### config.mk
export PLATFORM = sky130hd
export DESIGN_NAME = instr_fetcher
export DESIGN_NICKNAME = d
export VERILOG_FILES = /design/src/rtl/instr_fetcher.sv
export SDC_FILE = /design/constraint.sdc
export NUM_CORES = 1
export LEC_CHECK = 0
export ABC_AREA = 1
export CAP_MARGIN = 40
export CORE_ASPECT_RATIO = 0.7
export CORE_MARGIN = 1.5
export CORE_UTILIZATION = 60
export DETAILED_ROUTE_END_ITERATION = 8
export DONT_BUFFER_PORTS = 1
export PLACE_DENSITY = 0.83
export REMOVE_ABC_BUFFERS = 1
export SLEW_MARGIN = 20
export SYNTH_ARGS = -nofsm -noshare
export SYNTH_HDL_FRONTEND = slang
export SYNTH_SLANG_ARGS = --single-unit
export TNS_END_PERCENT = 1
### constraint.sdc
create_clock -name clk_in -period 7.7 [get_ports clk_in]
set_clock_uncertainty 0.1 [all_clocks]
set_input_delay 0.77 -clock clk_in [delete_from_list [all_inputs] [get_ports clk_in]]
set_output_delay 0.77 -clock clk_in [all_outputs]
set_load 0.02 [all_outputs]
### src/rtl/instr_fetcher.sv
// ============================================================================
// instr_fetcher : PC owner, I-cache lookup, miss refill and JAL prediction
// Revision 1.0
// ============================================================================
`default_nettype none

module instr_fetcher #(
  parameter logic [31:0] RESET_PC = 32'h0
) (
  input  logic        clk_in,
  input  logic        rst_in,
  input  logic        rdy_in,
  input  logic        flush_in,
  input  logic [31:0] flush_pc_in,
  output logic        icache_req_enable,
  output logic [31:0] icache_req_addr,
  input  logic        icache_hit_in,
  input  logic [31:0] icache_instr_in,
  output logic        icache_fill_enable,
  output logic [31:0] icache_fill_addr,
  output logic [31:0] icache_fill_instr,
  output logic        mem_req_valid,
  output logic [31:0] mem_req_addr,
  input  logic        mem_done_in,
  input  logic [31:0] mem_instr_in,
  input  logic        iq_full_in,
  output logic        instr_valid_out,
  output logic [31:0] instr_out,
  output logic [31:0] instr_pc_out,
  output logic [31:0] instr_pred_pc_out
);

  typedef enum logic [1:0] {
    S_FETCH = 2'd0,
    S_MISS  = 2'd1,
    S_HOLD  = 2'd2
  } state_t;

  state_t      r_state;
  logic [31:0] r_pc;
  logic [31:0] r_buf;
  logic        r_mem_req_valid;
  logic [31:0] r_mem_req_addr;
  logic        r_fill_en;
  logic [31:0] r_fill_addr;
  logic [31:0] r_fill_instr;
  logic        r_valid;
  logic [31:0] r_instr;
  logic [31:0] r_instr_pc;
  logic [31:0] r_pred_pc;

  logic        w_req_en;
  logic [31:0] w_hit_npc;
  logic [31:0] w_mem_npc;
  logic [31:0] w_buf_npc;

  // JAL is predicted taken; everything else falls through.
  function automatic logic [31:0] f_next_pc(input logic [31:0] i, input logic [31:0] p);
    if (i[6:0] == 7'b1101111)
      return p + {{12{i[31]}}, i[19:12], i[20], i[30:21], 1'b0};
    return p + 32'd4;
  endfunction

  assign w_req_en  = (r_state == S_FETCH) && !iq_full_in && !flush_in;
  assign w_hit_npc = f_next_pc(icache_instr_in, r_pc);
  assign w_mem_npc = f_next_pc(mem_instr_in, r_pc);
  assign w_buf_npc = f_next_pc(r_buf, r_pc);

  always_ff @(posedge clk_in) begin
    if (rst_in) begin
      r_state         <= S_FETCH;
      r_pc            <= RESET_PC;
      r_buf           <= 32'h0;
      r_mem_req_valid <= 1'b0;
      r_mem_req_addr  <= 32'h0;
      r_fill_en       <= 1'b0;
      r_fill_addr     <= 32'h0;
      r_fill_instr    <= 32'h0;
      r_valid         <= 1'b0;
      r_instr         <= 32'h0;
      r_instr_pc      <= 32'h0;
      r_pred_pc       <= 32'h0;
    end else begin
      // Pulses drop every cycle, including frozen ones, so they never stretch.
      r_valid   <= 1'b0;
      r_fill_en <= 1'b0;
      if (rdy_in) begin
        if (flush_in) begin
          r_pc            <= flush_pc_in;
          r_state         <= S_FETCH;
          r_mem_req_valid <= 1'b0;
          if (r_mem_req_valid && mem_done_in) begin
            r_fill_en    <= 1'b1;
            r_fill_addr  <= r_pc;
            r_fill_instr <= mem_instr_in;
          end
        end else begin
          case (r_state)
            S_FETCH: begin
              if (w_req_en) begin
                if (icache_hit_in) begin
                  r_valid    <= 1'b1;
                  r_instr    <= icache_instr_in;
                  r_instr_pc <= r_pc;
                  r_pred_pc  <= w_hit_npc;
                  r_pc       <= w_hit_npc;
                end else begin
                  r_mem_req_valid <= 1'b1;
                  r_mem_req_addr  <= r_pc;
                  r_state         <= S_MISS;
                end
              end
            end
            S_MISS: begin
              if (mem_done_in) begin
                r_mem_req_valid <= 1'b0;
                r_fill_en       <= 1'b1;
                r_fill_addr     <= r_pc;
                r_fill_instr    <= mem_instr_in;
                r_buf           <= mem_instr_in;
                if (!iq_full_in) begin
                  r_valid    <= 1'b1;
                  r_instr    <= mem_instr_in;
                  r_instr_pc <= r_pc;
                  r_pred_pc  <= w_mem_npc;
                  r_pc       <= w_mem_npc;
                  r_state    <= S_FETCH;
                end else begin
                  r_state <= S_HOLD;
                end
              end
            end
            S_HOLD: begin
              if (!iq_full_in) begin
                r_valid    <= 1'b1;
                r_instr    <= r_buf;
                r_instr_pc <= r_pc;
                r_pred_pc  <= w_buf_npc;
                r_pc       <= w_buf_npc;
                r_state    <= S_FETCH;
              end
            end
            default: r_state <= S_FETCH;
          endcase
        end
      end
    end
  end

  assign icache_req_enable  = w_req_en;
  assign icache_req_addr    = r_pc;
  assign icache_fill_enable = r_fill_en;
  assign icache_fill_addr   = r_fill_addr;
  assign icache_fill_instr  = r_fill_instr;
  assign mem_req_valid      = r_mem_req_valid;
  assign mem_req_addr       = r_mem_req_addr;
  assign instr_valid_out    = r_valid;
  assign instr_out          = r_instr;
  assign instr_pc_out       = r_instr_pc;
  assign instr_pred_pc_out  = r_pred_pc;

endmodule

`default_nettype wire

# After elaboration in Yosys (flattened, before gate mapping)
# Cells that the tools add are included.
[word_totals]
regBits = 261
inputBits = 103
out_inout_bits = 228
elab_cells = 113
[classes]
n_addsub = 4
n_eq_ne = 17
muxes = 56
n_bitwise = 3
reduce_logical = 21
[ops]
columns = ["operator", "count"]
rows = [
  ["2-to-1 mux 32 bit", 29],
  ["one-hot mux 32 bit (3 select lines)", 3],
  ["adder 32 bit", 3],
  ["adder 32 x 3 -> 32 bit (second input constant)", 1],
  ["equality test 7 bit (second input constant)", 3],
  ["!= test 3 bit (second input constant)", 6],
  ["2-to-1 mux 1 bit", 15],
  ["AND reduction 5 bit", 3],
  ["2-to-1 mux 2 bit", 6],
  ["!= test 2 bit (second input constant)", 5],
  ["AND reduction 4 bit", 2],
  ["AND reduction 8 bit", 1],
  ["AND reduction 7 bit", 1],
  ["one-hot mux 2 bit (3 select lines)", 1],
  ["AND reduction 6 bit", 1],
  ["nonzero test 3 bit", 2],
  ["nonzero test 2 bit", 2],
  ["nonzero test 4 bit", 1],
  ["logical AND 1 bit", 3],
  ["inverter 1 bit", 3],
  ["one-hot mux 1 bit (3 select lines)", 1],
  ["OR reduction 3 bit", 1],
  ["equality test 2 x 1 -> 1 bit (second input constant)", 1],
  ["equality test 2 bit (second input constant)", 1],
  ["5 further kinds", 6],
]

# Depth between registers and ports, before layout
[depth]
depth_word = 7
depth_mapped = 19

# Worst setup path after synthesis
# OpenSTA, ideal clock, no wires.
[synth_path]
path_type = "input -> register"
from = "in mem_instr_in[21]"
to = "reg r_pred_pc[15], in the netlist instr_pred_pc_out[15]"
setup_ps = 114
t_arrival_ps = 2437
required_time_ps = 7486
setup_slack_ps = 5049
stages = 15
n_path_buf = 0
cell_sequence = "ha_1 fa_1 nand3_1 nand3_1 nand2_1 nand2_1 nand2_1 nand2_1 xor2_1 o21ai_0 nand2_1 nand2_1 nand2_1 o21bai_1 inv_1"
[synth_between]
elab_chain_cells = 6
[synth_lines]
columns = ["element", "line", "rtl"]
rows = [
  ["start: declaration", "25", "input logic [31:0] mem_instr_in,"],
  ["adder 32 bit", "60", "return p + {{12{i[31]}}, i[19:12], i[20], i[30:21], 1'b0};"],
  ["2-to-1 mux 32 bit", "59", "if (i[6:0] == 7'b1101111)"],
  ["2-to-1 mux 32 bit", "61", "return p + 32'd4;"],
  ["2-to-1 mux 32 bit", "121", "if (!iq_full_in) begin"],
  ["2-to-1 mux 32 bit", "115", "if (mem_done_in) begin"],
  ["one-hot mux 32 bit (3 select lines)", "98", "case (r_state)"],
  ["end signal: assignment", "105", "r_pred_pc <= w_hit_npc;"],
  ["end signal: assignment", "125", "r_pred_pc <= w_mem_npc;"],
  ["end signal: assignment", "138", "r_pred_pc <= w_buf_npc;"],
  ["end: declaration", "50", "logic [31:0] r_pred_pc;"],
]
# Every way passes these cells. The select of a mux whose other input is x is not followed.
# A chain may end at the register's enable or synchronous reset.

# Worst setup path after layout
[layout_path]
from = "reg r_state[1]"
to = "reg r_pc[11], in the netlist icache_req_addr[11]"
[layout_between]
elab_chain_cells = 5
elab_cells_between_ends = 14
cone_classes = "eq/ne: 7; mux: 2; reduce/logical: 5"
[layout_lines]
columns = ["element", "line", "rtl"]
rows = [
  ["start: declaration", "39", "state_t r_state;"],
  ["start signal: assignment", "71", "r_state <= S_FETCH;"],
  ["start signal: assignment", "90", "r_state <= S_FETCH;"],
  ["start signal: assignment", "110", "r_state <= S_MISS;"],
  ["logical NOT 2 bit", "64, 98", ""],
  ["logical AND 1 bit (2 in a row)", "64", "assign w_req_en = (r_state == S_FETCH) && !iq_full_in && !flush_in;"],
  ["!= test 3 bit (no source line)", "-", ""],
  ["AND reduction 7 bit (no source line)", "-", ""],
  ["end signal: assignment", "89", "r_pc <= flush_pc_in;"],
  ["end signal: assignment", "106", "r_pc <= w_hit_npc;"],
  ["end signal: assignment", "126", "r_pc <= w_mem_npc;"],
  ["end: declaration", "40", "logic [31:0] r_pc;"],
]
# Several ways; a longest one is shown, not always the timed one.

==> impl_metrics.env <==
export IMPL_start_util_pct=61.3
export IMPL_drtIter0Drc=2883
export IMPL_post_cts_setup_buffers=0
export IMPL_area_delta_synth_final_pct=6.12
export IMPL_p_total_mw=3.77
export IMPL_cts_made_buffers=25
export IMPL_hold_path_class="in -> reg"
export IMPL_wl_met1_mm=29.7
export IMPL_synth_top_flop_cell="dfxtp_1"
export IMPL_fin_cells=3351
export IMPL_cts_buffer_depth=3
export IMPL_cts_tree="built"
export IMPL_worst_slew_pin_slew_ps=919
export IMPL_power_leakage_nw=9.08
export IMPL_path_max_fanout=35
export IMPL_vias_per_cell=6.23
export IMPL_diodes=0
export IMPL_drive_gt1_share_pct=3.50
export IMPL_path_delay_family="buffers and inverters"
export IMPL_synth_edf_count=0
export IMPL_dieArea_um2=31900
export IMPL_synthArstFlopShare_pct=0
export IMPL_max_freq_mhz=277
export IMPL_grt_setup_unrepaired="false"
export IMPL_cts_sinks=261
export IMPL_drc=0
export IMPL_post_dp_hpwl_mm=55.6
export IMPL_grt_pass1_vias=18769
export IMPL_cp_num_cells=14
export IMPL_ios=331
export IMPL_cp_required_ps=8090
export IMPL_wl_per_cell_um=22.4
export IMPL_ys_seq_area_share_pct=28.3
export IMPL_clk_latency_ps=580
export IMPL_routed_wl_mm=75.2
export IMPL_r2r_end="icache_req_addr[11]$_SDFFE_PP0P_"
export IMPL_dp_cells=3308
export IMPL_crit_path_end_kind="register"
export IMPL_synth_largest_area_cell="dfxtp_1"
export IMPL_gp_congestion=1.02
export IMPL_yosysUniqueCellTypes=50
export IMPL_place_ws_ps=4230
export IMPL_ys_ff_latch=261
export IMPL_path_class="reg -> reg"
export IMPL_slew_viol_final=0
export IMPL_fp_dieH_um=150
export IMPL_startpoint="r_state[1]$_SDFFE_PP0P_"
export IMPL_yosysWarningCount=0
export IMPL_synth_area_leaders="dfxtp_1, nand2_1, a21oi_1"
export IMPL_tns_ps=0
export IMPL_rows=53
export IMPL_cts_root_buffer_cell="clkbuf_16"
export IMPL_grt_max_degree=92
export IMPL_r2r_start="r_state[1]$_SDFFE_PP0P_"
export IMPL_gr_usage_all_layers_pct=45.3
export IMPL_path_buf_inv=5
export IMPL_cp_slowest_cell="nor2_4"
export IMPL_timing_final_ws_setup_ps=4100
export IMPL_cap_violations=0
export IMPL_wl_met3_mm=11.6
export IMPL_cts_resized=0
export IMPL_core_area_um2=30200
export IMPL_wl_met2_mm=30.4
export IMPL_port_buffers=0
export IMPL_slowest_delay_ps=560
export IMPL_setup_viol_count_final=0
export IMPL_final_antenna_net_count=0
export IMPL_path_cells="inv_1, ha_1, clkinv_2, nor2_1, nand2_1, nand2_1, a211oi_1, inv_1, a211oi_1, inv_2, nor2_4, buf_16, nand3_1, a21oi_1"
export IMPL_crit_end="icache_req_addr[11]$_SDFFE_PP0P_"
export IMPL_cts_clk_slew_worst_paths_ps=80
export IMPL_rrSetupSlack_ps=4100
export IMPL_period_share_pct=46.8
export IMPL_synth_area_per_cell_um2=6.16
export IMPL_dr_pass1_iters=7
export IMPL_htree_num_levels=1
export IMPL_grt_pass1_wl_mm=110
export IMPL_setup_worst_path_start_class="register"
export IMPL_layout_nets=3127
export IMPL_fp_dieW_um=213
export IMPL_overflow=0
export IMPL_rr_worst_depth=14
export IMPL_final_util_pct=65.0
export IMPL_hold_buffers=0
export IMPL_grt_antenna_before_repair=0
export IMPL_hold_violations=0
export IMPL_syn_cell_area_um2=18500
export IMPL_p_per_area_nw_per_um2=192
export IMPL_yosys_area_top_type_share_pct=28.3
export IMPL_relSlewSlack_pct=38.7
export IMPL_ir_drop_v=0.000162
export IMPL_min_period_ps=3600
export IMPL_synthCells=3001
export IMPL_dr_max_layer_used="met4"
export IMPL_status="finished, final reports clean"
export IMPL_crit_arrival_ps=4000
export IMPL_vias=20890
-- sequential cells by signal, summed over array words and instances, names as in the netlist, 2 cells and up --
signal,count
icache_fill_addr,32
icache_fill_instr,32
icache_req_addr,32
instr_out,32
instr_pc_out,32
instr_pred_pc_out,32
mem_req_addr,32
r_buf,32
r_state,2
-- area by class of cell --
cell class	count	area, um^2
clock buffers	32	672
clock inverters	10	148
fillers	2814	10500
inverters	418	1580
multi-input cells	2192	11200
flip-flops and latches	261	5230
well taps	412	515
repair buffers	26	275
-- logic make-up after synthesis --
kind of cell,after synthesis,share of synthesized area (%)
AO/OA/AOI/OAI,776,23.0
XOR/XNOR,43,2.04
adder cells (fa/ha/maj),100,6.89
buffers and inverters,548,11.4
flip-flops,261,28.3
AND/OR/NAND/NOR,1273,28.5
-- how the worst min path moves through the flow --
stage | slack [ps] | startpoint | to | depth (start not counted)
after floorplan | 380 | r_buf[10]$_SDFFE_PP0P_ | r_buf[10]$_SDFFE_PP0P_ | 2
after global placement | 390 | r_buf[11]$_SDFFE_PP0P_ | r_buf[11]$_SDFFE_PP0P_ | 2
after detailed placement | 410 | r_buf[8]$_SDFFE_PP0P_ | r_buf[8]$_SDFFE_PP0P_ | 2
after CTS | 150 | rst_in | icache_req_addr[30]$_SDFFE_PP0P_ | 1
after global routing | 170 | rst_in | icache_req_addr[26]$_SDFFE_PP0P_ | 1
final | 160 | rst_in | icache_req_addr[26]$_SDFFE_PP0P_ | 1
-- cell usage after synthesis, types with 4 or more instances --
library cell / count
a21oi_1: 318
nand2_1: 775
o211ai_1: 7
o21a_1: 4
nand3_1: 178
o21ai_0: 297
or2_2: 5
nand4_1: 15
xnor2_1: 6
o21bai_1: 33
dfxtp_1: 261
a31oi_1: 34
xor2_1: 37
buf_1: 5
inv_1: 404
buf_2: 19
nor3_1: 30
a211oi_1: 5
and2_1: 4
ha_1: 97
a21o_1: 4
nor2_1: 238
clkbuf_1: 101
buf_4: 5
a22o_1: 24
a22oi_1: 31
nand3b_1: 4
inv_2: 10
o21ai_1: 10
-- layout by cell type, fill, tap and decap left out, types with 3 or more instances in the layout --
cell type    n
and2_1       4
nand3_2      3
fa_1         3
nand4_1     15
bufinv_16    3
nor3_1      30
nand2_1    775
clkbuf_16   25
nor2_1     237
a21o_1       4
nor2_2       3
a211oi_1     5
o21ai_1     10
a31oi_1     34
nor3_2       3
clkbuf_1     5
inv_2       10
a21oi_1    318
xnor2_1      6
o21ai_0    297
nand3b_1     4
xor2_1      37
ha_1        95
a22oi_1     31
and3_1       3
o21a_1       4
a22o_1      24
dfxtp_1    261
or2_2        5
nand3_1    178
buf_4       20
nor4_4       3
inv_1      404
o211ai_1     7
nor2_4       3
inv_6        4
o21bai_1    33
-- metrics by stage --
stage / cell area [um^2] / hold slack (ps)
after detailed placement: 18800 / 414
after CTS: 19600 / 152
after global placement: 18700 / 394
after floorplan: 18000 / 379
final: 19600 / 162
after global routing: 19600 / 167
-- where the power goes --
group | total, mW | leakage [nW] | internal, mW | switching (mW)
clock network | 1.31 | 0.395 | 0.721 | 0.585
registers | 1.62 | 2.12 | 1.43 | 0.192
logic | 0.846 | 6.56 | 0.248 | 0.598
total | 3.77 | 9.08 | 2.40 | 1.37
-- per-layer routing --
metal  vias up  track usage (%)
li1       9654                -
met4         0             20.3
met5         -                0
met2      1554             65.2
met1      9426             62.0
met3       256             13.6
No activity file was read; power rests on OpenSTA's default activity.
